==> src/rtl/serial_alu_seq_if.sv <==
// Bus between the bit-serial ALU/sequencer and its surroundings: the
// controller side (start, alu_op), the register file side (operand bits in,
// shift/store strobes and result word out) and the status flags.
interface serial_alu_seq_if #(
    parameter int REG_WIDTH = 8
);
    logic                 start;
    logic [2:0]           alu_op;
    logic                 rs1_bit;
    logic                 rs2_bit;
    logic                 reg_shift_en;
    logic                 reg_store_en;
    logic [REG_WIDTH-1:0] acc;
    logic                 carry_out;
    logic                 zero;
    logic                 busy;
    logic                 done;

    // Controller / register file side: issues operations and supplies bits.
    modport master (
        output start, alu_op, rs1_bit, rs2_bit,
        input  reg_shift_en, reg_store_en, acc, carry_out, zero, busy, done
    );

    // ALU side: consumes operand bits, drives strobes, result and flags.
    modport slave (
        input  start, alu_op, rs1_bit, rs2_bit,
        output reg_shift_en, reg_store_en, acc, carry_out, zero, busy, done
    );
endinterface

==> src/rtl/serial_alu_seq.sv <==
// Bit-serial ALU and sequencer. Consumes one operand bit pair per cycle for
// REG_WIDTH cycles, builds the result LSB-first in acc, then strobes a
// one-cycle parallel store back into the register file. All strobes and
// flags are flops so they never depend combinationally on start.
module serial_alu_seq #(
    parameter int REG_WIDTH = 8
) (
    input  logic             clk,
    input  logic             rst,
    serial_alu_seq_if.slave  bus
);
    localparam int CW = (REG_WIDTH > 1) ? $clog2(REG_WIDTH) : 1;
    localparam logic [CW-1:0] LAST_BIT = CW'(REG_WIDTH - 1);

    localparam logic [2:0] OP_ADD  = 3'b000;
    localparam logic [2:0] OP_SUB  = 3'b001;
    localparam logic [2:0] OP_AND  = 3'b010;
    localparam logic [2:0] OP_OR   = 3'b011;
    localparam logic [2:0] OP_XOR  = 3'b100;
    localparam logic [2:0] OP_SLLI = 3'b101;
    localparam logic [2:0] OP_SRLI = 3'b110;
    localparam logic [2:0] OP_MOV  = 3'b111;

    typedef enum logic [1:0] {
        IDLE  = 2'b00,
        SHIFT = 2'b01,
        STORE = 2'b10
    } state_t;

    state_t               state;
    logic [2:0]           op_q;
    logic [REG_WIDTH-1:0] acc_q;
    logic [CW-1:0]        cnt;
    logic                 carry_q;
    logic                 carry_out_q;
    logic                 zero_q;
    logic                 shift_en_q;
    logic                 store_en_q;
    logic                 busy_q;
    logic                 done_q;

    logic                 b_eff;
    logic                 arith;
    logic                 sum_bit;
    logic                 maj;
    logic                 res_bit;
    logic [REG_WIDTH-1:0] acc_next;

    // One-bit datapath: SUB inverts B and relies on the carry starting at 1.
    always_comb begin
        b_eff   = bus.rs2_bit ^ (op_q == OP_SUB);
        arith   = (op_q == OP_ADD) || (op_q == OP_SUB);
        sum_bit = bus.rs1_bit ^ b_eff ^ carry_q;
        maj     = (bus.rs1_bit & b_eff) | (bus.rs1_bit & carry_q) | (b_eff & carry_q);
        res_bit = bus.rs1_bit;
        case (op_q)
            OP_ADD, OP_SUB:   res_bit = sum_bit;
            OP_AND:           res_bit = bus.rs1_bit & bus.rs2_bit;
            OP_OR:            res_bit = bus.rs1_bit | bus.rs2_bit;
            OP_XOR:           res_bit = bus.rs1_bit ^ bus.rs2_bit;
            OP_SLLI, OP_SRLI: res_bit = bus.rs1_bit;
            OP_MOV:           res_bit = bus.rs2_bit;
            default:          res_bit = bus.rs1_bit;
        endcase
        acc_next = {res_bit, acc_q[REG_WIDTH-1:1]};
    end

    // Sequencer: IDLE -> SHIFT (REG_WIDTH cycles) -> STORE (one cycle) -> IDLE.
    always_ff @(posedge clk or posedge rst) begin
        if (rst) begin
            state       <= IDLE;
            op_q        <= '0;
            acc_q       <= '0;
            cnt         <= '0;
            carry_q     <= 1'b0;
            carry_out_q <= 1'b0;
            zero_q      <= 1'b0;
            shift_en_q  <= 1'b0;
            store_en_q  <= 1'b0;
            busy_q      <= 1'b0;
            done_q      <= 1'b0;
        end else begin
            case (state)
                IDLE: begin
                    if (bus.start) begin
                        op_q        <= bus.alu_op;
                        acc_q       <= '0;
                        cnt         <= '0;
                        carry_q     <= (bus.alu_op == OP_SUB);
                        carry_out_q <= 1'b0;
                        zero_q      <= 1'b0;
                        shift_en_q  <= 1'b1;
                        busy_q      <= 1'b1;
                        state       <= SHIFT;
                    end
                end
                SHIFT: begin
                    acc_q   <= acc_next;
                    cnt     <= cnt + 1'b1;
                    carry_q <= arith ? maj : 1'b0;
                    if (cnt == LAST_BIT) begin
                        carry_out_q <= arith ? maj : 1'b0;
                        zero_q      <= (acc_next == '0);
                        shift_en_q  <= 1'b0;
                        store_en_q  <= 1'b1;
                        done_q      <= 1'b1;
                        state       <= STORE;
                    end
                end
                STORE: begin
                    store_en_q <= 1'b0;
                    done_q     <= 1'b0;
                    busy_q     <= 1'b0;
                    state      <= IDLE;
                end
                default: begin
                    shift_en_q <= 1'b0;
                    store_en_q <= 1'b0;
                    done_q     <= 1'b0;
                    busy_q     <= 1'b0;
                    state      <= IDLE;
                end
            endcase
        end
    end

    assign bus.reg_shift_en = shift_en_q;
    assign bus.reg_store_en = store_en_q;
    assign bus.acc          = acc_q;
    assign bus.carry_out    = carry_out_q;
    assign bus.zero         = zero_q;
    assign bus.busy         = busy_q;
    assign bus.done         = done_q;
endmodule

==> src/flat_wrapper.sv <==
// flat-port wrapper written by rule: the top's interface ports become plain ports
module serial_alu_seq_flat 
#(
    parameter int REG_WIDTH = 8
)
  (clk, rst, bus_start, bus_alu_op, bus_rs1_bit, bus_rs2_bit, bus_reg_shift_en, bus_reg_store_en, bus_acc, bus_carry_out, bus_zero, bus_busy, bus_done);
  serial_alu_seq_if #(.REG_WIDTH(REG_WIDTH)) bus_i ();
  input  logic clk;
  input  logic rst;
  input wire logic [$bits(bus_i.start)-1:0] bus_start;
  input wire logic [$bits(bus_i.alu_op)-1:0] bus_alu_op;
  input wire logic [$bits(bus_i.rs1_bit)-1:0] bus_rs1_bit;
  input wire logic [$bits(bus_i.rs2_bit)-1:0] bus_rs2_bit;
  output wire logic [$bits(bus_i.reg_shift_en)-1:0] bus_reg_shift_en;
  output wire logic [$bits(bus_i.reg_store_en)-1:0] bus_reg_store_en;
  output wire logic [$bits(bus_i.acc)-1:0] bus_acc;
  output wire logic [$bits(bus_i.carry_out)-1:0] bus_carry_out;
  output wire logic [$bits(bus_i.zero)-1:0] bus_zero;
  output wire logic [$bits(bus_i.busy)-1:0] bus_busy;
  output wire logic [$bits(bus_i.done)-1:0] bus_done;
  assign bus_i.start = bus_start;
  assign bus_i.alu_op = bus_alu_op;
  assign bus_i.rs1_bit = bus_rs1_bit;
  assign bus_i.rs2_bit = bus_rs2_bit;
  assign bus_reg_shift_en = bus_i.reg_shift_en;
  assign bus_reg_store_en = bus_i.reg_store_en;
  assign bus_acc = bus_i.acc;
  assign bus_carry_out = bus_i.carry_out;
  assign bus_zero = bus_i.zero;
  assign bus_busy = bus_i.busy;
  assign bus_done = bus_i.done;
  serial_alu_seq #(.REG_WIDTH(REG_WIDTH)) u_core (.clk(clk), .rst(rst), .bus(bus_i));
endmodule
==> config.mk <==
export PLATFORM = sky130hd
export DESIGN_NAME = serial_alu_seq_flat
export DESIGN_NICKNAME = d
export VERILOG_FILES = /design/src/rtl/serial_alu_seq_if.sv /design/src/rtl/serial_alu_seq.sv /design/src/flat_wrapper.sv
export SDC_FILE = /design/constraint.sdc
export NUM_CORES = 1
export LEC_CHECK = 0
export ABC_AREA = 1
export ABC_CLOCK_PERIOD_IN_PS = 3310
export BUFFER_PORTS_ARGS = -buffer_cell sky130_fd_sc_hd__buf_4
export CORE_UTILIZATION = 45
export CTS_BUF_LIST = sky130_fd_sc_hd__clkbuf_2
export CTS_CLUSTER_DIAMETER = 100
export DETAILED_ROUTE_END_ITERATION = 6
export PLACE_DENSITY = 0.78
export SLEW_MARGIN = 20
export SYNTH_ARGS = -nofsm -noshare
export SYNTH_HDL_FRONTEND = slang
export SYNTH_SLANG_ARGS = --single-unit
==> constraint.sdc <==
create_clock -name clk -period 3.31 [get_ports clk]
set_input_delay 0 -clock clk [delete_from_list [all_inputs] [get_ports clk]]
set_output_delay 0 -clock clk [all_outputs]
set_load 0.02 [all_outputs]
==> flow_summary_export.csv <==
group,metric,value,unit
cts,ctsRootBufferMaster,"clkbuf_2",
cells_and_area,final_common_cell,"nand2_1",
cts,htreeDepth,1,
synth,synth_nets,136,
grt,antenna_found_initial,0,
drt,drcViolationCount,0,
grt,grt-ovfl-total,0,
cts,cts_sinks,22,
timing,rsz0062_at_grt,"false",
drt,detail_route.vias_per_cell,4.85,
timing,fin_skew,7.34,ps
synth,synth.distinct_cells,19,
cells_and_area,multi_input_area,392,µm²
cts,clkTransAtPathRegs,190,ps
floorplanning,coreArea,2190,µm²
synth,netlist_instances,123,
cts,cts_tree,"done",
cells_and_area,fin_nets,163,
floorplanning,die_w,50.2,µm
timing,max_freq,551,MHz
floorplanning,io_pins,22,
timing,setup_violations,0,
synth,yosysSeqAreaShare,52.7,%
cts,postCtsSetupBuffers,0,
place,port_buffers,21,
timing,finalMaxSlewViolations,0,
cells_and_area,area_delta_synth_final,22.2,%
power,p_leak,0.694,nW
floorplanning,die_h,50.2,µm
worst_setup_path,cp-start-kind,"flop",
timing,hold_viol,0,
grt,gr-usage-all-layers,20.1,%
synth,ys_seq_elements,22,
cts,cts_buffers,3,
timing,tightest_slew,834,ps
worst_setup_path,cp_data_required_time,3550,ps
synth,syn_area,1040,µm²
cts,clkLatencyLatePin,320,ps
timing,setup_tns,0,ps
floorplanning,std_cell_rows,17,
drt,vias,859,
place,place.gp.congestion,0.885,
cells_and_area,fillers,213,
run_status,run_status,"finished clean",
cells_and_area,antenna_cells,0,
min_path,hold_class,"input pin to flop",
drt,wirelength,2090,µm
place,dp_hpwl,1570,µm
cts,clk_path_buf_depth,2,
power,peakVddDrop,0.000549,V
worst_setup_path,arrival,2050,ps
drt,initialDrtViolationCount,12,
cells_and_area,seq_area,551,µm²
grt,grt_max_degree,23,
floorplanning,start_util,47.7,%
worst_setup_path,worstPathMaxFanout,3,
floorplanning,die-area,2520,µm²
synth,syn_area_per_cell,8.49,µm²
job,cap_violations,0,
drt,drt_first_pass_iters,4,
cells_and_area,drive_gt1_share,18.8,%
grt,grt_pass1_vias,855,
timing,finalCriticalPeriod,1810,ps
synth,yosysWarnings,0,
timing,relSlewSlack,44.4,%
worst_setup_path,endpoint_kind,"flop",
cells_and_area,mostFrequentLayoutCells,"35 x nand2_1, 22 x dfrtp_1, 21 x buf_4, 20 x inv_1, 10 x nor2_1",
worst_setup_path,crit_type,"flop to flop",
drt,drtAntennaViolNets,0,
drt,avgRoutedWirePerCell,11.8,µm
grt,grt_pass1_wl,3770,µm
cells_and_area,final_core_util,58.3,%
timing,period_share,54.8,%
power,power_density,933,nW/µm²
report_power, final:
part	internal [mW]	total, mW	switching (mW)
registers	0.386	0.476	0.0903
logic	0.244	0.610	0.366
clock network	0.0263	0.105	0.0783
total	0.656	1.19	0.535
stage by stage:
stage | cells | hold WS, ps | cell area, µm² | power [mW] | setup WS, ps
after floorplan | 123 | -10.8 | 1040 | 0.892 | 1670
after global placement | 169 | 208 | 1220 | 1.07 | 1620
after detailed placement | 169 | 231 | 1220 | 1.09 | 1540
after CTS | 177 | 74.3 | 1280 | 1.21 | 1500
after global routing | 177 | 99.9 | 1280 | 1.31 | 1290
final | 177 | 75.8 | 1280 | 1.19 | 1500
routing by layer:
layer	up-vias	track usage [%]	share of wire, %
met5	-	0	0
met4	0	5.71	1.2
met3	4	3.64	5.3
met2	25	34.4	48
met1	398	25.8	45
li1	432	-	-
cells in the mapped netlist, drive strengths merged:
cell / n / area share [%]
nand2: 36 / 13
dfrtp: 22 / 53
inv: 22 / 7.9
nor2: 11 / 4.2
o21ai: 7 / 3.4
nand3: 6 / 2.9
o22ai: 5 / 3.0
ha: 4 / 4.8
buf: 3 / 1.9
a22o: 2 / 1.7
a21oi: 1 / 0.48
a31oi: 1 / 0.60
fa: 1 / 1.9
nand4: 1 / 0.60
xor2: 1 / 0.84
state kept, by name (all words and copies together) (netlist names):
signal                   cells
u_core.bus.busy              1
u_core.op_q                  3
u_core.bus.carry_out         1
u_core.cnt                   3
u_core.bus.zero              1
u_core.bus.acc               8
u_core.bus.reg_store_en      1
u_core.bus.reg_shift_en      1
u_core.carry_q               1
u_core.state                 2
worst paths after layout:
kind	cells past startpoint	endpoint	slack, ps	start
setup / recovery	11	u_core.bus.zero	1500	u_core.op_q[1]
hold / removal	5	u_core.op_q[0]	80	bus_start
setup reg to reg	11	u_core.bus.zero	1500	u_core.op_q[1]
hold reg to reg	1	u_core.cnt[0]	490	u_core.cnt[0]
max in group asynchronous	3	u_core.bus.carry_out	2420	rst
min in group asynchronous	3	u_core.bus.acc[3]	380	rst
cell type report:
type                       instances  share of cell area, %
multi-input combinational         76                   30.7
inverter                          22                   6.47
tap                               28                   2.75
sequential                        22                   43.1
clock buffer                       3                   1.18
timing repair buffer              25                   15.5
clock inverter                     1                  0.294
critical path: stages (launching register included):
cell,delay [ps]
dfrtp_1,460
nor2_1,200
nand2_1,90
xor2_1,160
fa_1,480
inv_1,40
nand2_1,50
nand2_1,50
inv_1,60
nand2_1,50
nand2_1,50
nand2_1,40
cells by family after synthesis:
group,synth area share [%]
compound gates,9.10
xor+xnor,0.838
fa+ha+maj,6.71
buf+inv,9.82
flops,52.7
simple gates,20.8
repair_timing:
action	in CTS	in global routing
hold buffers	4	0
resized for setup	0	0
hold endpoints to repair	26	0
Power figures use the tool's default switching activity.
